==> src/rtl/spi_pkg.sv <==
// spi_pkg: shared constants and types for the memory-mapped SPI master.
//   - Register addresses as seen on the GPMC-side bus.
//   - Bit positions inside the setup and state registers.
//   - Shift-engine FSM state encoding and frame/divider widths.
`timescale 1ns/1ps

package spi_pkg;

    localparam int unsigned SPI_FRAME_BITS = 8;
    localparam int unsigned BIT_CNT_WIDTH  = $clog2(SPI_FRAME_BITS);
    localparam int unsigned CLK_DIV_WIDTH  = 5;

    // Register map
    localparam int unsigned ADDR_SETUP = 0;
    localparam int unsigned ADDR_STATE = 2;
    localparam int unsigned ADDR_TX    = 4;
    localparam int unsigned ADDR_RX    = 6;

    // Setup register fields
    localparam int unsigned SETUP_SOFT_RST_BIT = 0;
    localparam int unsigned SETUP_DIV_LSB      = 1;
    localparam int unsigned SETUP_DIV_MSB      = 5;
    localparam int unsigned SETUP_START_BIT    = 6;

    // State register fields
    localparam int unsigned STATE_BUSY_BIT     = 0;
    localparam int unsigned STATE_NEW_DATA_BIT = 1;

    typedef enum logic [2:0] {
        StIdle,
        StLead,
        StRise,
        StFall,
        StDone
    } spi_state_e;

endpackage

==> src/rtl/spi_shift_engine.sv <==
// spi_shift_engine: mode-0 SPI frame engine (divider, FSM, shift registers).
// Ports:
//   clk, rst_n    clock and asynchronous active-low reset
//   soft_rst_i    level; forces the engine idle with sck/mosi low
//   start_i       one-cycle start request (ignored while busy)
//   clk_div_i     phase length minus one, latched at start
//   tx_byte_i     byte to send, latched at start
//   miso_i        serial input, sampled on the clk edge that raises sck
//   busy_o        frame in flight
//   done_o        high during the cycle whose closing edge completes the frame
//   rx_byte_o     shifted-in byte (valid when done_o is high)
//   sck_o, mosi_o, ss_n_o  SPI pins
// Build option: SPI_CS_EN drives ss_n low during the frame and appends one
// trailing phase (StDone) after the last sck falling edge.
`timescale 1ns/1ps

module spi_shift_engine
    import spi_pkg::*;
(
    input  logic                      clk,
    input  logic                      rst_n,
    input  logic                      soft_rst_i,
    input  logic                      start_i,
    input  logic [CLK_DIV_WIDTH-1:0]  clk_div_i,
    input  logic [SPI_FRAME_BITS-1:0] tx_byte_i,
    input  logic                      miso_i,
    output logic                      busy_o,
    output logic                      done_o,
    output logic [SPI_FRAME_BITS-1:0] rx_byte_o,
    output logic                      sck_o,
    output logic                      mosi_o,
    output logic                      ss_n_o
);

    spi_state_e                state_q;
    logic [CLK_DIV_WIDTH-1:0]  div_q;
    logic [CLK_DIV_WIDTH-1:0]  cnt_q;
    logic [BIT_CNT_WIDTH-1:0]  bit_q;
    logic [SPI_FRAME_BITS-1:0] tx_sh_q;
    logic [SPI_FRAME_BITS-1:0] rx_sh_q;
    logic                      sck_q;
    logic                      mosi_q;
    logic                      busy_q;
    logic                      phase_end;
    logic                      last_bit;
`ifdef SPI_CS_EN
    logic                      ss_n_q;
`endif

    assign phase_end = (cnt_q == div_q);
    assign last_bit  = (bit_q == BIT_CNT_WIDTH'(SPI_FRAME_BITS - 1));

    // Combinational so the register block captures rx and sets new_data on
    // the very edge where busy falls.
    always_comb begin
        done_o = 1'b0;
        if (!soft_rst_i && phase_end) begin
`ifdef SPI_CS_EN
            done_o = (state_q == StDone);
`else
            done_o = (state_q == StRise) && last_bit;
`endif
        end
    end

    always_ff @(posedge clk or negedge rst_n) begin
        if (!rst_n) begin
            state_q <= StIdle;
            div_q   <= '0;
            cnt_q   <= '0;
            bit_q   <= '0;
            tx_sh_q <= '0;
            rx_sh_q <= '0;
            sck_q   <= 1'b0;
            mosi_q  <= 1'b0;
            busy_q  <= 1'b0;
`ifdef SPI_CS_EN
            ss_n_q  <= 1'b1;
`endif
        end else if (soft_rst_i) begin
            state_q <= StIdle;
            cnt_q   <= '0;
            sck_q   <= 1'b0;
            mosi_q  <= 1'b0;
            busy_q  <= 1'b0;
`ifdef SPI_CS_EN
            ss_n_q  <= 1'b1;
`endif
        end else begin
            if (state_q != StIdle) begin
                cnt_q <= phase_end ? '0 : cnt_q + 1'b1;
            end
            unique case (state_q)
                StIdle: begin
                    if (start_i) begin
                        state_q <= StLead;
                        div_q   <= clk_div_i;
                        cnt_q   <= '0;
                        bit_q   <= '0;
                        tx_sh_q <= tx_byte_i;
                        mosi_q  <= tx_byte_i[SPI_FRAME_BITS-1];
                        busy_q  <= 1'b1;
`ifdef SPI_CS_EN
                        ss_n_q  <= 1'b0;
`endif
                    end
                end
                StLead: begin
                    if (phase_end) begin
                        state_q <= StRise;
                        sck_q   <= 1'b1;
                        rx_sh_q <= {rx_sh_q[SPI_FRAME_BITS-2:0], miso_i};
                        bit_q   <= '0;
                    end
                end
                StRise: begin
                    if (phase_end) begin
                        sck_q <= 1'b0;
                        if (last_bit) begin
                            mosi_q  <= 1'b0;
`ifdef SPI_CS_EN
                            state_q <= StDone;
`else
                            state_q <= StIdle;
                            busy_q  <= 1'b0;
`endif
                        end else begin
                            state_q <= StFall;
                            tx_sh_q <= tx_sh_q << 1;
                            mosi_q  <= tx_sh_q[SPI_FRAME_BITS-2];
                        end
                    end
                end
                StFall: begin
                    if (phase_end) begin
                        state_q <= StRise;
                        sck_q   <= 1'b1;
                        rx_sh_q <= {rx_sh_q[SPI_FRAME_BITS-2:0], miso_i};
                        bit_q   <= bit_q + 1'b1;
                    end
                end
                StDone: begin
                    // Trailing slave-select hold phase.
                    if (phase_end) begin
                        state_q <= StIdle;
                        busy_q  <= 1'b0;
`ifdef SPI_CS_EN
                        ss_n_q  <= 1'b1;
`endif
                    end
                end
                default: state_q <= StIdle;
            endcase
        end
    end

    assign busy_o    = busy_q;
    assign rx_byte_o = rx_sh_q;
    assign sck_o     = sck_q;
    assign mosi_o    = mosi_q;
`ifdef SPI_CS_EN
    assign ss_n_o    = ss_n_q;
`else
    assign ss_n_o    = 1'b1;
`endif

endmodule

==> src/rtl/spi_master_regs.sv <==
// spi_master_regs: register front end of the SPI master behind the GPMC bus.
// Ports:
//   clk, rst_n          clock and asynchronous active-low reset
//   cs, we, oe          active-low bus strobes
//   address, data_in    register address and write data
//   data_out            registered read data, held until the next read
//   sck, mosi, miso     SPI pins (mode 0, MSB first)
//   ss_n                slave select; tied high unless built with SPI_CS_EN
// Registers: 0 setup (soft_rst, clk_div, start), 2 state (busy, new_data),
// 4 tx holding byte, 6 rx last received byte (read clears new_data).
`timescale 1ns/1ps

module spi_master_regs
    import spi_pkg::*;
#(
    parameter int ADDR_WIDTH = 4,
    parameter int DATA_WIDTH = 16
) (
    input  logic                  clk,
    input  logic                  rst_n,
    input  logic                  cs,
    input  logic                  we,
    input  logic                  oe,
    input  logic [ADDR_WIDTH-1:0] address,
    input  logic [DATA_WIDTH-1:0] data_in,
    output logic [DATA_WIDTH-1:0] data_out,
    output logic                  sck,
    output logic                  mosi,
    input  logic                  miso,
    output logic                  ss_n
);

    logic                      wr_stb;
    logic                      rd_stb;
    logic                      wr_setup;
    logic                      wr_tx;
    logic                      rd_rx;
    logic                      start;
    logic                      soft_rst_q;
    logic [CLK_DIV_WIDTH-1:0]  clk_div_q;
    logic [SPI_FRAME_BITS-1:0] tx_q;
    logic [SPI_FRAME_BITS-1:0] rx_q;
    logic                      new_data_q;
    logic [DATA_WIDTH-1:0]     data_out_q;
    logic [DATA_WIDTH-1:0]     rd_data;
    logic                      busy;
    logic                      done;
    logic [SPI_FRAME_BITS-1:0] rx_byte;
    logic                      unused_data_in;

    assign unused_data_in = ^data_in[DATA_WIDTH-1:SPI_FRAME_BITS];

    assign wr_stb   = !cs && !we && oe;
    assign rd_stb   = !cs && we && !oe;
    assign wr_setup = wr_stb && (address == ADDR_WIDTH'(ADDR_SETUP));
    assign wr_tx    = wr_stb && (address == ADDR_WIDTH'(ADDR_TX));
    assign rd_rx    = rd_stb && (address == ADDR_WIDTH'(ADDR_RX));
    // A start written together with soft_rst=1 must not launch a frame.
    assign start    = wr_setup && data_in[SETUP_START_BIT] && !data_in[SETUP_SOFT_RST_BIT];

    always_comb begin
        rd_data = '0;
        case (address)
            ADDR_WIDTH'(ADDR_SETUP): begin
                rd_data[SETUP_SOFT_RST_BIT]          = soft_rst_q;
                rd_data[SETUP_DIV_MSB:SETUP_DIV_LSB] = clk_div_q;
            end
            ADDR_WIDTH'(ADDR_STATE): begin
                rd_data[STATE_BUSY_BIT]     = busy;
                rd_data[STATE_NEW_DATA_BIT] = new_data_q;
            end
            ADDR_WIDTH'(ADDR_TX): rd_data[SPI_FRAME_BITS-1:0] = tx_q;
            ADDR_WIDTH'(ADDR_RX): rd_data[SPI_FRAME_BITS-1:0] = rx_q;
            default: ;
        endcase
    end

    always_ff @(posedge clk or negedge rst_n) begin
        if (!rst_n) begin
            soft_rst_q <= 1'b0;
            clk_div_q  <= '0;
            tx_q       <= '0;
            rx_q       <= '0;
            new_data_q <= 1'b0;
            data_out_q <= '0;
        end else begin
            if (wr_setup) begin
                soft_rst_q <= data_in[SETUP_SOFT_RST_BIT];
                clk_div_q  <= data_in[SETUP_DIV_MSB:SETUP_DIV_LSB];
            end
            if (wr_tx) begin
                tx_q <= data_in[SPI_FRAME_BITS-1:0];
            end
            if (done) begin
                rx_q <= rx_byte;
            end
            // Completion beats a same-cycle rx read so no byte is lost.
            if (soft_rst_q) begin
                new_data_q <= 1'b0;
            end else if (done) begin
                new_data_q <= 1'b1;
            end else if (rd_rx) begin
                new_data_q <= 1'b0;
            end
            if (rd_stb) begin
                data_out_q <= rd_data;
            end
        end
    end

    assign data_out = data_out_q;

    spi_shift_engine u_engine (
        .clk        (clk),
        .rst_n      (rst_n),
        .soft_rst_i (soft_rst_q),
        .start_i    (start),
        .clk_div_i  (data_in[SETUP_DIV_MSB:SETUP_DIV_LSB]),
        .tx_byte_i  (tx_q),
        .miso_i     (miso),
        .busy_o     (busy),
        .done_o     (done),
        .rx_byte_o  (rx_byte),
        .sck_o      (sck),
        .mosi_o     (mosi),
        .ss_n_o     (ss_n)
    );

endmodule

==> config.mk <==
export PLATFORM = sky130hd
export DESIGN_NAME = spi_master_regs
export DESIGN_NICKNAME = d
export VERILOG_FILES = /design/src/rtl/spi_pkg.sv /design/src/rtl/spi_shift_engine.sv /design/src/rtl/spi_master_regs.sv
export SDC_FILE = /design/constraint.sdc
export NUM_CORES = 1
export LEC_CHECK = 0
export CAP_MARGIN = 20
export CORE_AREA = 2 2 87 89
export CTS_CLUSTER_DIAMETER = 40
export DETAILED_ROUTE_END_ITERATION = 10
export DIE_AREA = 0 0 89 91
export PLACE_DENSITY = 0.67
export SLEW_MARGIN = 30
export SYNTH_ARGS = -nofsm -noshare
export SYNTH_HDL_FRONTEND = slang
export SYNTH_SLANG_ARGS = --single-unit
==> constraint.sdc <==
create_clock -name clk -period 2.5 [get_ports clk]
set_clock_uncertainty 0.05 [all_clocks]
set_input_delay 0.375 -clock clk [delete_from_list [all_inputs] [get_ports clk]]
set_output_delay 0.375 -clock clk [all_outputs]
set_load 0.01 [all_outputs]
==> flow_summary.yaml <==
worst_setup_path:
  worst_setup_path_end_kind: "flop"
  reg2reg_depth: 4
  critPathMaxStageDelay_ps: 820
  startpoint: "u_engine.cnt_q[0]$_DFF_PN0_"
  crit_type: "reg -> reg"
  r2r_slack_ps: 290
  cp_slowest_cell: "or4_1"
  crit_chain: "xnor2_2, nand2_2, or4_1, mux2_4"
  start_kind: "flop"
  crit_arrival_ps: 2370
  cp_max_fo: 9
  r2r_end: "rx_q[6]$_DFFE_PN0P_"
  critical_path_buf_inv_count: 0
  critPathTopFamily: "simple AND/OR/NAND/NOR gates"
  crit-reg2reg-launch: "u_engine.cnt_q[0]$_DFF_PN0_"
  crit_required_ps: 2670
route:
  drc: 0
  drt_first_pass_iters: 4
  drtAntennaViolNets: 0
  drtIter0Drc: 125
  vias: 2112
  viasPerCell: 5.31
  wire_per_inst_um: 16.3
  wl_um: 6480
global_routing:
  grt_start_max_net_pins: 65
  grt_pass1_wl_um: 10800
  first_global_vias: 2088
  antenna_found_initial: 0
  grt_use_total_pct: 17.7
  grt_overflow: 0
yosys:
  ys_warn_count: 0
  synth_area_per_cell_um2: 12.5
  synth-edff-count: 0
  ys_types: 51
  synth-main-ff-cell: "dfrtp_1"
  synth_top_area_share_pct: 51.0
  ys_async_sr_fraction_pct: 100
  seq_area_frac_synth_pct: 51.0
  syn_area_um2: 3140
  synth_cells: 251
  synth_area_leader_cell: "dfrtp_1"
  ys_seq_elements: 64
  synthTopCellsByArea: "dfrtp_1 (51%), mux2_2 (14%), mux2_4 (3.8%), buf_4 (2.2%), nand3_1 (1.9%)"
final_layout:
  fillers: 648
  finalNetCount: 323
  mostFrequentLayoutCells: "dfrtp_1 (64), mux2_2 (40), clkdlybuf4s50_1 (26)"
  n_antenna_cell: 0
  drive_above_1_share_pct: 29.1
  area_growth_pct: 19.3
  fin_cells: 398
  final_common_cell: "dfrtp_1"
clock_network:
  postCtsHoldBufs: 1
  post_cts.repair.setup_buffers: 0
  root_buffer: "clkbuf_8"
  cts.repair.resized: 0
  htree_levels: 3
  cts_tree: "yes"
  cts_buffers: 9
  clkSlewWorstSetupHoldPaths_ps: 70
  clock_latency_ps: 340
  clock-sinks: 64
  clockBufferDepth: 2
floorplanning:
  die-area_um2: 8100
  chipWidth_um: 89
  ios: 45
  chipHeight_um: 91
  start_util_pct: 44.0
  coreArea_um2: 7140
  core.rowCount: 31
sta:
  period_share_pct: 88.3
  period_needed_ps: 2210
  slew_headroom_pct: 59.0
  final_hold_viol_count: 0
  rsz0062_at_grt: "false"
  setup_viol: 0
  tightest_slew_ps: 612
  drv_slew: 0
  max_freq_mhz: 453
  finalSetupTns_ps: 0
run:
  drv_cap: 0
power_and_ir_drop:
  sw_frac_of_total_pct: 31.6
  p_seq_share_pct: 44.6
  powerDensity_nw_per_um2: 894
  ir_drop_uv: 305
  internal_power_mw: 2.29
  p_clk_share_pct: 22.8
  power.share.combinational_pct: 32.5
  p_leak_nw: 1.68
  power.switching_mw: 1.06
worst_hold_path:
  holdPathEnd: "rx_q[7]$_DFFE_PN0P_"
  min_from: "u_engine.rx_byte_o[7]$_DFFE_PN0P_"
  hold-path-cell-count: 1
  hold_path.class: "reg -> reg"
placement:
  portBuffers: 27
  dp_cells: 381
  place_hpwl_um: 4540
  routabilityCongestion: 0.833
outcome:
  status: "finished, final reports clean"
power groups by stage:
| stage | Clock, mW | Sequential, mW | Combinational [mW] |
|---|---|---|---|
| global placement | 0 | 1.50 | 1.06 |
| detailed placement | 0 | 1.51 | 1.09 |
| global route | 0.829 | 1.54 | 1.20 |
| finish | 0.765 | 1.50 | 1.09 |
| floorplan | 0 | 1.46 | 0.798 |
| CTS | 0.784 | 1.49 | 1.10 |
synthesized netlist by cell type, types with 2 or more instances:
| library cell | instances |
|---|---|
| nor2b_1 | 5 |
| a21oi_1 | 4 |
| xnor2_2 | 2 |
| a22o_1 | 6 |
| xnor2_1 | 4 |
| mux4_2 | 2 |
| mux2i_1 | 4 |
| nor2_1 | 7 |
| conb_1 | 2 |
| o221ai_1 | 3 |
| mux2_2 | 40 |
| nand3_1 | 12 |
| mux2_4 | 8 |
| nand4_1 | 2 |
| ha_1 | 3 |
| buf_4 | 9 |
| o211ai_1 | 3 |
| nand2_1 | 6 |
| a221o_1 | 2 |
| and2_0 | 2 |
| inv_1 | 4 |
| o21ai_0 | 10 |
| nor4_1 | 2 |
| nand2b_1 | 5 |
| xor2_1 | 2 |
| dfrtp_1 | 64 |
| buf_2 | 2 |
| clkbuf_1 | 6 |
| nor3_1 | 6 |
| nand4b_1 | 2 |
| o2111ai_1 | 2 |
logic make-up (layout without fill, tap and decap cells):
group / after synthesis / count (layout) / synth area share, %
other cells: 2 / 9 / 0.239
buf+inv: 22 / 63 / 4.02
compound gates: 40 / 40 / 9.56
xor+xnor: 8 / 8 / 2.71
simple gates: 58 / 58 / 10.4
mux: 54 / 54 / 20.9
fa+ha+maj: 3 / 3 / 1.20
flops: 64 / 64 / 51.0
registers in the layout, indices dropped and copies added (netlist names):
register / count
clk_div_q: 5
data_out: 8
new_data_q: 1
rx_q: 8
soft_rst_q: 1
tx_q: 8
u_engine.bit_q: 3
u_engine.busy_o: 1
u_engine.cnt_q: 5
u_engine.div_q: 5
u_engine.mosi_o: 1
u_engine.rx_byte_o: 8
u_engine.sck_o: 1
u_engine.state_q: 2
u_engine.tx_sh_q: 7
worst max-delay path by stage:
stage	slack [ps]	end	cells past startpoint
floorplan	550	rx_q[0]$_DFFE_PN0P_	5
global placement	220	tx_q[7]$_DFFE_PN0P_	5
detailed placement	200	tx_q[1]$_DFFE_PN0P_	5
CTS	270	rx_q[6]$_DFFE_PN0P_	4
global route	160	rx_q[3]$_DFFE_PN0P_	4
finish	290	rx_q[6]$_DFFE_PN0P_	4
metal layers:
metal / vias to the layer above / global-route usage [%] / wire, um
met3: 10 / 3.36 / 234
li1: 1000 / - / -
met2: 50 / 26.0 / 2990
met4: 0 / 7.71 / 138
met1: 1052 / 25.4 / 3110
met5: - / 0 / 0
cell type report:
class / instances / area [um2] / share of cell area (%)
Clock buffer: 13 / 149 / 3.97
Clock inverter: 3 / 17.5 / 0.468
Inverter: 4 / 15.0 / 0.401
Multi-Input combinational cell: 172 / 1440 / 38.4
Sequential cell: 64 / 1600 / 42.8
Tap cell: 99 / 124 / 3.31
Timing Repair Buffer: 43 / 400 / 10.7
through the flow:
stage	hold slack [ps]	cell area, um2	utilization, %	worst slack, ps	power, mW
global placement	367	3570	50.0	222	2.56
CTS	459	3750	52.5	274	3.37
finish	452	3750	52.5	293	3.35
global route	474	3750	52.5	162	3.57
detailed placement	367	3570	50.0	201	2.60
floorplan	29.4	3170	-	551	2.26
No activity file was read; power rests on OpenSTA's default activity.
